==> src/rtl/pipelined_control_unit_if.sv <==
// Decode-to-Execute control bundle between the hazard/pipeline logic and pipelined_control_unit.
interface pipelined_control_unit_if;
    logic       valid_d;
    logic [6:0] opcode;
    logic [2:0] funct3;
    logic [6:0] funct7;
    logic       stall_e;
    logic       flush_e;
    logic [2:0] ImmSrcD;
    logic       RegWriteE;
    logic [1:0] ResultSrcE;
    logic       ALUsrcE;
    logic       MemWriteE;
    logic       BranchE;
    logic       JumpE;
    logic       jalrE;
    logic       luiE;
    logic [3:0] ALUControlE;
    logic [2:0] R_sizeE;
    logic [2:0] DMem_sizeE;
    logic       load_extend_sE;
    logic [2:0] md_opE;
    logic       md_start;
    logic       md_done;
    logic       md_stall;
    logic       illegalE;

    modport master (
        output valid_d, opcode, funct3, funct7, stall_e, flush_e,
        input  ImmSrcD, RegWriteE, ResultSrcE, ALUsrcE, MemWriteE, BranchE, JumpE, jalrE, luiE,
               ALUControlE, R_sizeE, DMem_sizeE, load_extend_sE, md_opE, md_start, md_done,
               md_stall, illegalE
    );

    modport slave (
        input  valid_d, opcode, funct3, funct7, stall_e, flush_e,
        output ImmSrcD, RegWriteE, ResultSrcE, ALUsrcE, MemWriteE, BranchE, JumpE, jalrE, luiE,
               ALUControlE, R_sizeE, DMem_sizeE, load_extend_sE, md_opE, md_start, md_done,
               md_stall, illegalE
    );
endinterface

==> src/rtl/pipelined_control_unit.sv <==
// RV32 Decode-stage control with registered D->E controls and multi-cycle M-op sequencing.
// Define M_EXT_EN to decode the M extension and build the latency FSM.
module pipelined_control_unit #(
    parameter int unsigned MUL_CYCLES = 2,
    parameter int unsigned DIV_CYCLES = 33,
    parameter int unsigned CNT_W      = 6
) (
    input logic                     clk,
    input logic                     rst,
    pipelined_control_unit_if.slave bus
);
    localparam logic [6:0] OpR      = 7'b0110011;
    localparam logic [6:0] OpI      = 7'b0010011;
    localparam logic [6:0] OpLoad   = 7'b0000011;
    localparam logic [6:0] OpStore  = 7'b0100011;
    localparam logic [6:0] OpBranch = 7'b1100011;
    localparam logic [6:0] OpJal    = 7'b1101111;
    localparam logic [6:0] OpJalr   = 7'b1100111;
    localparam logic [6:0] OpLui    = 7'b0110111;
    localparam logic [6:0] OpAuipc  = 7'b0010111;
    localparam logic [6:0] F7Mext   = 7'b0000001;

    localparam logic [3:0] AluAdd  = 4'b0000;
    localparam logic [3:0] AluSub  = 4'b0001;
    localparam logic [3:0] AluAnd  = 4'b0010;
    localparam logic [3:0] AluOr   = 4'b0011;
    localparam logic [3:0] AluXor  = 4'b0100;
    localparam logic [3:0] AluSlt  = 4'b0101;
    localparam logic [3:0] AluSltu = 4'b0110;
    localparam logic [3:0] AluSll  = 4'b0111;
    localparam logic [3:0] AluSrl  = 4'b1000;
    localparam logic [3:0] AluSra  = 4'b1001;

    localparam logic [2:0] ImmI = 3'b000;
    localparam logic [2:0] ImmS = 3'b001;
    localparam logic [2:0] ImmB = 3'b010;
    localparam logic [2:0] ImmJ = 3'b011;
    localparam logic [2:0] ImmU = 3'b100;

    localparam int unsigned MaxLat = (MUL_CYCLES > DIV_CYCLES) ? MUL_CYCLES : DIV_CYCLES;

    typedef struct packed {
        logic       reg_write;
        logic [1:0] result_src;
        logic       alu_src;
        logic       mem_write;
        logic       branch;
        logic       jump;
        logic       jalr;
        logic       lui;
        logic [3:0] alu_control;
        logic [2:0] r_size;
        logic [2:0] dmem_size;
        logic       load_ext_s;
        logic [2:0] md_op;
        logic       illegal;
    } ctrl_t;

    ctrl_t      dec;
    ctrl_t      e_q, e_d;
    logic       hold_e;
    logic [2:0] imm_src;

    if (MUL_CYCLES < 1 || DIV_CYCLES < 1 || (64'd1 << CNT_W) <= 64'(MaxLat)) begin : g_bad_cfg
        $error("pipelined_control_unit: latency does not fit the counter");
    end

    // alt selects SUB on funct3=000 and SRA on funct3=101; ignored elsewhere.
    function automatic logic [3:0] alu_sel(input logic [2:0] f3, input logic alt);
        logic [3:0] op;
        case (f3)
            3'b000:  op = alt ? AluSub : AluAdd;
            3'b001:  op = AluSll;
            3'b010:  op = AluSlt;
            3'b011:  op = AluSltu;
            3'b100:  op = AluXor;
            3'b101:  op = alt ? AluSra : AluSrl;
            3'b110:  op = AluOr;
            default: op = AluAnd;
        endcase
        return op;
    endfunction

    always_comb begin
        case (bus.opcode)
            OpStore:        imm_src = ImmS;
            OpBranch:       imm_src = ImmB;
            OpJal:          imm_src = ImmJ;
            OpLui, OpAuipc: imm_src = ImmU;
            default:        imm_src = ImmI;
        endcase
    end

    always_comb begin
        dec = '0;
        if (bus.valid_d) begin
            case (bus.opcode)
                OpR: begin
                    if (bus.funct7 == F7Mext) begin
`ifdef M_EXT_EN
                        dec.reg_write = 1'b1;
                        dec.md_op     = bus.funct3;
`else
                        dec.illegal   = 1'b1;
`endif
                    end else begin
                        dec.reg_write   = 1'b1;
                        dec.alu_control = alu_sel(bus.funct3, bus.funct7[5]);
                    end
                end
                OpI: begin
                    dec.reg_write   = 1'b1;
                    dec.alu_src     = 1'b1;
                    dec.alu_control = alu_sel(bus.funct3, (bus.funct3 == 3'b101) && bus.funct7[5]);
                end
                OpLoad: begin
                    dec.reg_write  = 1'b1;
                    dec.alu_src    = 1'b1;
                    dec.result_src = 2'b01;
                    dec.r_size     = bus.funct3;
                    dec.load_ext_s = (bus.funct3[2:1] == 2'b00);
                end
                OpStore: begin
                    dec.mem_write = 1'b1;
                    dec.alu_src   = 1'b1;
                    dec.dmem_size = bus.funct3;
                end
                OpBranch: begin
                    dec.branch      = 1'b1;
                    dec.alu_control = AluSub;
                end
                OpJal, OpJalr: begin
                    dec.reg_write  = 1'b1;
                    dec.jump       = 1'b1;
                    dec.alu_src    = 1'b1;
                    dec.result_src = 2'b10;
                    dec.jalr       = (bus.opcode == OpJalr);
                end
                OpLui, OpAuipc: begin
                    dec.reg_write = 1'b1;
                    dec.alu_src   = 1'b1;
                    dec.lui       = (bus.opcode == OpLui);
                end
                default: dec.illegal = 1'b1;
            endcase
        end
    end

`ifdef M_EXT_EN
    typedef enum logic {StIdle, StBusy} state_e;

    localparam logic [CNT_W-1:0] MulLoad = CNT_W'(MUL_CYCLES - 1);
    localparam logic [CNT_W-1:0] DivLoad = CNT_W'(DIV_CYCLES - 1);

    state_e           state_q, state_d;
    logic [CNT_W-1:0] cnt_q, cnt_d;
    logic             md_start_q, md_start_d;
    logic             md_stall, md_done;
    logic             dec_m, capture_m;

    assign dec_m     = bus.valid_d && (bus.opcode == OpR) && (bus.funct7 == F7Mext);
    assign md_stall  = (state_q == StBusy);
    assign md_done   = md_stall && (cnt_q == '0) && !bus.flush_e && !rst;
    // The last BUSY cycle releases E so a following instruction enters without a gap.
    assign hold_e    = bus.stall_e || (md_stall && !md_done);
    assign capture_m = dec_m && !bus.flush_e && !hold_e;

    always_comb begin
        state_d    = state_q;
        cnt_d      = cnt_q;
        md_start_d = 1'b0;
        if (state_q == StBusy) begin
            if (bus.flush_e) begin
                state_d = StIdle;
                cnt_d   = '0;
            end else if (cnt_q == '0) begin
                state_d = StIdle;
            end else begin
                cnt_d = cnt_q - CNT_W'(1);
            end
        end
        if (capture_m) begin
            state_d    = StBusy;
            cnt_d      = bus.funct3[2] ? DivLoad : MulLoad;
            md_start_d = 1'b1;
        end
    end

    always_ff @(posedge clk) begin
        if (rst) begin
            state_q    <= StIdle;
            cnt_q      <= '0;
            md_start_q <= 1'b0;
        end else begin
            state_q    <= state_d;
            cnt_q      <= cnt_d;
            md_start_q <= md_start_d;
        end
    end

    assign bus.md_start = md_start_q;
    assign bus.md_done  = md_done;
    assign bus.md_stall = md_stall;
    assign bus.md_opE   = e_q.md_op;
`else
    assign hold_e       = bus.stall_e;
    assign bus.md_start = 1'b0;
    assign bus.md_done  = 1'b0;
    assign bus.md_stall = 1'b0;
    assign bus.md_opE   = 3'b000;
`endif

    always_comb begin
        e_d = e_q;
        if (bus.flush_e) begin
            e_d = '0;
        end else if (!hold_e) begin
            e_d = dec;
        end
    end

    always_ff @(posedge clk) begin
        if (rst) begin
            e_q <= '0;
        end else begin
            e_q <= e_d;
        end
    end

    assign bus.ImmSrcD        = imm_src;
    assign bus.RegWriteE      = e_q.reg_write;
    assign bus.ResultSrcE     = e_q.result_src;
    assign bus.ALUsrcE        = e_q.alu_src;
    assign bus.MemWriteE      = e_q.mem_write;
    assign bus.BranchE        = e_q.branch;
    assign bus.JumpE          = e_q.jump;
    assign bus.jalrE          = e_q.jalr;
    assign bus.luiE           = e_q.lui;
    assign bus.ALUControlE    = e_q.alu_control;
    assign bus.R_sizeE        = e_q.r_size;
    assign bus.DMem_sizeE     = e_q.dmem_size;
    assign bus.load_extend_sE = e_q.load_ext_s;
    assign bus.illegalE       = e_q.illegal;
endmodule

==> src/flat_wrapper.sv <==
// flat-port wrapper written by rule: the top's interface ports become plain ports
module pipelined_control_unit_flat 
#(
    parameter int unsigned MUL_CYCLES = 2,
    parameter int unsigned DIV_CYCLES = 33,
    parameter int unsigned CNT_W      = 6
)
  (clk, rst, bus_valid_d, bus_opcode, bus_funct3, bus_funct7, bus_stall_e, bus_flush_e, bus_ImmSrcD, bus_RegWriteE, bus_ResultSrcE, bus_ALUsrcE, bus_MemWriteE, bus_BranchE, bus_JumpE, bus_jalrE, bus_luiE, bus_ALUControlE, bus_R_sizeE, bus_DMem_sizeE, bus_load_extend_sE, bus_md_opE, bus_md_start, bus_md_done, bus_md_stall, bus_illegalE);
  pipelined_control_unit_if bus_i ();
  input logic clk;
  input logic rst;
  input wire logic [$bits(bus_i.valid_d)-1:0] bus_valid_d;
  input wire logic [$bits(bus_i.opcode)-1:0] bus_opcode;
  input wire logic [$bits(bus_i.funct3)-1:0] bus_funct3;
  input wire logic [$bits(bus_i.funct7)-1:0] bus_funct7;
  input wire logic [$bits(bus_i.stall_e)-1:0] bus_stall_e;
  input wire logic [$bits(bus_i.flush_e)-1:0] bus_flush_e;
  output wire logic [$bits(bus_i.ImmSrcD)-1:0] bus_ImmSrcD;
  output wire logic [$bits(bus_i.RegWriteE)-1:0] bus_RegWriteE;
  output wire logic [$bits(bus_i.ResultSrcE)-1:0] bus_ResultSrcE;
  output wire logic [$bits(bus_i.ALUsrcE)-1:0] bus_ALUsrcE;
  output wire logic [$bits(bus_i.MemWriteE)-1:0] bus_MemWriteE;
  output wire logic [$bits(bus_i.BranchE)-1:0] bus_BranchE;
  output wire logic [$bits(bus_i.JumpE)-1:0] bus_JumpE;
  output wire logic [$bits(bus_i.jalrE)-1:0] bus_jalrE;
  output wire logic [$bits(bus_i.luiE)-1:0] bus_luiE;
  output wire logic [$bits(bus_i.ALUControlE)-1:0] bus_ALUControlE;
  output wire logic [$bits(bus_i.R_sizeE)-1:0] bus_R_sizeE;
  output wire logic [$bits(bus_i.DMem_sizeE)-1:0] bus_DMem_sizeE;
  output wire logic [$bits(bus_i.load_extend_sE)-1:0] bus_load_extend_sE;
  output wire logic [$bits(bus_i.md_opE)-1:0] bus_md_opE;
  output wire logic [$bits(bus_i.md_start)-1:0] bus_md_start;
  output wire logic [$bits(bus_i.md_done)-1:0] bus_md_done;
  output wire logic [$bits(bus_i.md_stall)-1:0] bus_md_stall;
  output wire logic [$bits(bus_i.illegalE)-1:0] bus_illegalE;
  assign bus_i.valid_d = bus_valid_d;
  assign bus_i.opcode = bus_opcode;
  assign bus_i.funct3 = bus_funct3;
  assign bus_i.funct7 = bus_funct7;
  assign bus_i.stall_e = bus_stall_e;
  assign bus_i.flush_e = bus_flush_e;
  assign bus_ImmSrcD = bus_i.ImmSrcD;
  assign bus_RegWriteE = bus_i.RegWriteE;
  assign bus_ResultSrcE = bus_i.ResultSrcE;
  assign bus_ALUsrcE = bus_i.ALUsrcE;
  assign bus_MemWriteE = bus_i.MemWriteE;
  assign bus_BranchE = bus_i.BranchE;
  assign bus_JumpE = bus_i.JumpE;
  assign bus_jalrE = bus_i.jalrE;
  assign bus_luiE = bus_i.luiE;
  assign bus_ALUControlE = bus_i.ALUControlE;
  assign bus_R_sizeE = bus_i.R_sizeE;
  assign bus_DMem_sizeE = bus_i.DMem_sizeE;
  assign bus_load_extend_sE = bus_i.load_extend_sE;
  assign bus_md_opE = bus_i.md_opE;
  assign bus_md_start = bus_i.md_start;
  assign bus_md_done = bus_i.md_done;
  assign bus_md_stall = bus_i.md_stall;
  assign bus_illegalE = bus_i.illegalE;
  pipelined_control_unit #(.MUL_CYCLES(MUL_CYCLES), .DIV_CYCLES(DIV_CYCLES), .CNT_W(CNT_W)) u_core (.clk(clk), .rst(rst), .bus(bus_i));
endmodule
==> config.mk <==
export PLATFORM = sky130hd
export DESIGN_NAME = pipelined_control_unit_flat
export DESIGN_NICKNAME = d
export VERILOG_FILES = /design/src/rtl/pipelined_control_unit_if.sv /design/src/rtl/pipelined_control_unit.sv /design/src/flat_wrapper.sv
export SDC_FILE = /design/constraint.sdc
export NUM_CORES = 1
export LEC_CHECK = 0
export BUFFER_PORTS_ARGS = -buffer_cell sky130_fd_sc_hd__buf_2
export CORE_MARGIN = 3
export CORE_UTILIZATION = 48
export CTS_CLUSTER_SIZE = 25
export DETAILED_ROUTE_END_ITERATION = 10
export PLACE_DENSITY_LB_ADDON = 0.05
export SLEW_MARGIN = 10
export SYNTH_ARGS = -nofsm -noshare
export SYNTH_HDL_FRONTEND = slang
export SYNTH_SLANG_ARGS = --single-unit
==> constraint.sdc <==
create_clock -name clk -period 4.1 [get_ports clk]
set_input_delay 0.615 -clock clk [delete_from_list [all_inputs] [get_ports clk]]
set_output_delay 0.615 -clock clk [all_outputs]
set_load 0.02 [all_outputs]
**Yosys cells after proc, flatten, opt, wreduce, memory -nomap -nowiden**

Index checks and enable logic that the tools add are counted.

- Word-level logic and storage cells: 62
- Bits in registers: 21
- Output and inout port bits: 30
- Bits of input ports: 22

- Reduce and logical (&&, ||, !) cells: 9
- Mux-type cells: 24
- Equal/unequal tests: 16

Operator list:

| operator | count |
|---|---|
| case mux 4 bit (7 select lines) | 2 |
| == test 7 x 6 -> 1 bit (second input constant) | 3 |
| == test 7 bit (second input constant) | 3 |
| two-way mux 20 bit | 1 |
| == test 7 x 5 -> 1 bit (second input constant) | 2 |
| two-way mux 1 bit | 12 |
| case mux 3 bit (4 select lines) | 1 |
| case mux 4 bit (3 select lines) | 1 |
| == test 3 bit (second input constant) | 3 |
| OR reduction 8 bit | 1 |
| == test 7 x 1 -> 1 bit (second input constant) | 1 |
| == test 7 x 2 -> 1 bit (second input constant) | 1 |
| OR reduction 7 bit | 1 |
| == test 3 x 2 -> 1 bit (second input constant) | 2 |
| two-way mux 3 bit | 2 |
| OR reduction 2 bit | 3 |
| OR reduction 6 bit | 1 |
| two-way mux 4 bit | 1 |
| case mux 1 bit (2 select lines) | 2 |
| case mux 2 bit (2 select lines) | 1 |
| == test 3 x 1 -> 1 bit (second input constant) | 1 |
| zero test 3 bit | 1 |
| zero test 2 bit | 1 |
| two-way mux 2 bit | 1 |
| logical AND 1 bit | 1 |

**Depth between registers and ports, before layout**

- Depth after elaboration: 6
- Mapped depth: 5
- Mapped depth without buffers: 4

**Worst setup path before layout**

No wires, ideal clock.

- Path type: input port to output port
- Start: in bus_opcode[6]
- End: out bus_ImmSrcD[2]
- Stages: 3
- Arrival time: 1.578 ns
- Buffers on the path: 1
- Required time: 3.485 ns
- Slack: 1.907 ns
- Cell sequence: buf_2 nand4b_1 nor3b_1

- Longest elaborated chain between the ends: 3
- Elaborated cells on any way between the ends: 7
- Those cells by class: eq/ne: 5; mux: 1; reduce/logical: 1

RTL lines:

| item | line | RTL |
|---|---|---|
| start: declaration | flat_wrapper.sv:13 | `input wire logic [$bits(bus_i.opcode)-1:0] bus_opcode;` |
| == test 7 x 5 -> 1 bit / == test 7 x 6 -> 1 bit (equally long branches) | pipelined_control_unit.sv:85 | `case (bus.opcode)` |
| OR reduction 2 bit | - |  |
| case mux 3 bit (4 select lines) (*) | pipelined_control_unit.sv:85 |  |
| end: declaration | flat_wrapper.sv:18 | `output wire logic [$bits(bus_i.ImmSrcD)-1:0] bus_ImmSrcD;` |

Every way passes the cells marked *; elsewhere a longest branch is shown, timed or not.

**Final worst setup path**

- Start: in bus_opcode[4]
- End: out bus_ImmSrcD[1]

Same word-level chain as after synthesis.

==> metrics.yaml <==
clocking:
  cts_max_level: 1
  clk_pin_slew_ns: 0.12
  numCtsBuffers: 3
  clk_latency_ns: 0.31
  post_cts_buffers: 0
  clock_sinks: 20
  root_buffer: "clkbuf_4"
  cts_tree: "yes"
  clock_path_buffers: 2
  ctsResizeCount: 0
  cts_hold_buffers: 0
layout:
  drive_gt1_share_pct: 32.9
  fin_util_pct: 64.2
  final_common_cell: "buf_2"
  area_delta_synth_final_pct: 22.0
  final_nets: 190
  diodes: 0
  layout_common_cells: "buf_2 (45), dfxtp_1 (20), nor2_1 (17)"
global_route:
  grtUsageTotal_pct: 20.5
  grt_overflow: 0
  antenna_found_initial: 0
  grtUsageMet2_pct: 32.6
  grtUsageMet3_pct: 5.35
  grt_max_degree: 26
  grt_use_met1_pct: 25.4
  grt_pass1_vias: 976
  grt_pass1_wl_um: 4230
  grt_busiest_layer: "met2"
timing:
  final_max_slew_viol_count: 0
  fin_tns_setup_ns: 0
  max_freq_mhz: 445
  finalCriticalPeriod_ns: 2.25
  hold_viol_final: 0
  rsz0062_at_grt: "no"
  setup_violations: 0
  fin_skew_ns: 0
  fin_crit_sh_pct: 54.8
floorplanning:
  start_util_pct: 52.7
  rows: 16
  coreArea_mm2: 0.00202
  pin_count: 52
  die_h_um: 53.1
  dieArea_mm2: 0.00282
  die_w_um: 53.1
worst_setup_path:
  path_class: "input port to output pin"
  cp-start-kind: "input port"
  end_kind: "output pin"
  crit_arrival_ns: 1.63
  worst_ep_required_time_ns: 3.48
  critPathMaxFanout: 6
routing:
  drt_iter0_drc: 15
  drc: 0
  first_pass_iters: 4
  viasPerCell: 5.48
  vias: 1063
  wire_per_inst_um: 13.3
  postRouteAntennaNets: 0
  routed_wl_um: 2580
power_and_ir_drop:
  leakage_nw: 0.566
  p_per_area_mw_per_mm2: 315
  peakVddDrop_mv: 0.324
  p_total_mw: 0.408
logic_synthesis:
  syn_area_mm2: 0.00106
  synth_seq_cells: 20
  ys_seq_area_share_pct: 37.6
  synth_enable_flop_cells: 0
  syn_avg_cell_area_um2: 8.25
  yosysWarningCount: 0
  ys.flop_type: "dfxtp_1"
  ys_types: 40
  synthCells: 129
  async_flop_share_pct: 0
placed_design:
  gp_congestion: 0.883
  port_buffers: 45
  dp.final_hpwl_um: 1920
run_status:
  status: "finished clean"
hold_path:
  hold_class: "register to register"
run:
  drv_cap: 0
-- layout make-up --
class	instances	area [um2]
Fill cell	203	723
Sequential cell	20	400
Inverter	3	11.3
Timing Repair Buffer	45	225
Multi-Input combinational cell	95	576
Tap cell	27	33.8
Clock inverter	1	30.0
Clock buffer	3	22.5
-- kinds of logic after synthesis --
logic type             Yosys count  synth area share [%]
AO/OA/AOI/OAI                   31                  20.3
XOR/XNOR                         2                  1.65
buffers and inverters           19                  10.1
flip-flops                      20                  37.6
other                            1                 0.352
AND/OR/NAND/NOR                 56                  30.0
-- layer usage --
layer,part of all wire (%),wire [um]
met2,47,1220
met3,6.5,167
met4,3.0,78
met1,43,1120
met5,0,0
-- through the flow --
step | instance area, um2 | cells | hold WS, ns | setup WS [ns]
2_1_floorplan | 1080 | 134 | 0.541 | 1.91
3_3_place_gp | 1250 | 190 | 0.447 | 1.85
3_5_place_dp | 1250 | 190 | 0.451 | 1.83
4_1_cts | 1300 | 194 | 0.470 | 1.85
5_1_grt | 1300 | 194 | 0.493 | 1.77
6_report | 1300 | 194 | 0.466 | 1.85
-- Yosys cell counts, types with 2 or more instances --
cell,n,share of area (%)
or2_2,2,1.2
or4_1,2,1.4
buf_2,2,0.94
buf_4,7,4.9
nor3_1,4,1.9
a22oi_1,9,6.3
dfxtp_1,20,38
nand3_1,2,0.94
or3_1,3,1.8
o21ai_0,2,0.94
inv_1,3,1.1
a21oi_1,10,4.7
nor4_1,3,1.8
nor2_1,17,6.0
nand2_1,11,3.9
nand4b_1,3,2.5
clkbuf_1,6,2.1
-- worst paths after layout --
kind	startpoint	end	slack, ns	cells past startpoint
max	bus_opcode[4]	bus_ImmSrcD[1]	1.85	5
min	u_core.bus.ALUsrcE	u_core.bus.ALUsrcE	0.47	2
max reg2reg	u_core.bus.ALUControlE[0]	u_core.bus.ALUControlE[0]	3.34	2
min reg2reg	u_core.bus.ALUsrcE	u_core.bus.ALUsrcE	0.47	2
-- worst max-delay path, stage by stage --
cell	delay (ns)
buf_2	0.13
nand4b_1	0.25
or2_2	0.37
nor2_1	0.10
buf_2	0.16
-- registers in the layout, indices dropped and copies added (netlist names) --
register                   flops
u_core.bus.ALUControlE         4
u_core.bus.ALUsrcE             1
u_core.bus.BranchE             1
u_core.bus.DMem_sizeE          3
u_core.bus.MemWriteE           1
u_core.bus.R_sizeE             3
u_core.bus.RegWriteE           1
u_core.bus.ResultSrcE          2
u_core.bus.illegalE            1
u_core.bus.jalrE               1
u_core.bus.load_extend_sE      1
u_core.bus.luiE                1
-- power breakdown --
group / switching, mW / leakage (nW) / internal [mW] / total [mW]
Combinational: 0.0333 / 0.377 / 0.0170 / 0.0504
Clock: 0.0643 / 0.0279 / 0.0989 / 0.163
Sequential: 0.000239 / 0.161 / 0.195 / 0.195
Power figures use the tool's default switching activity.
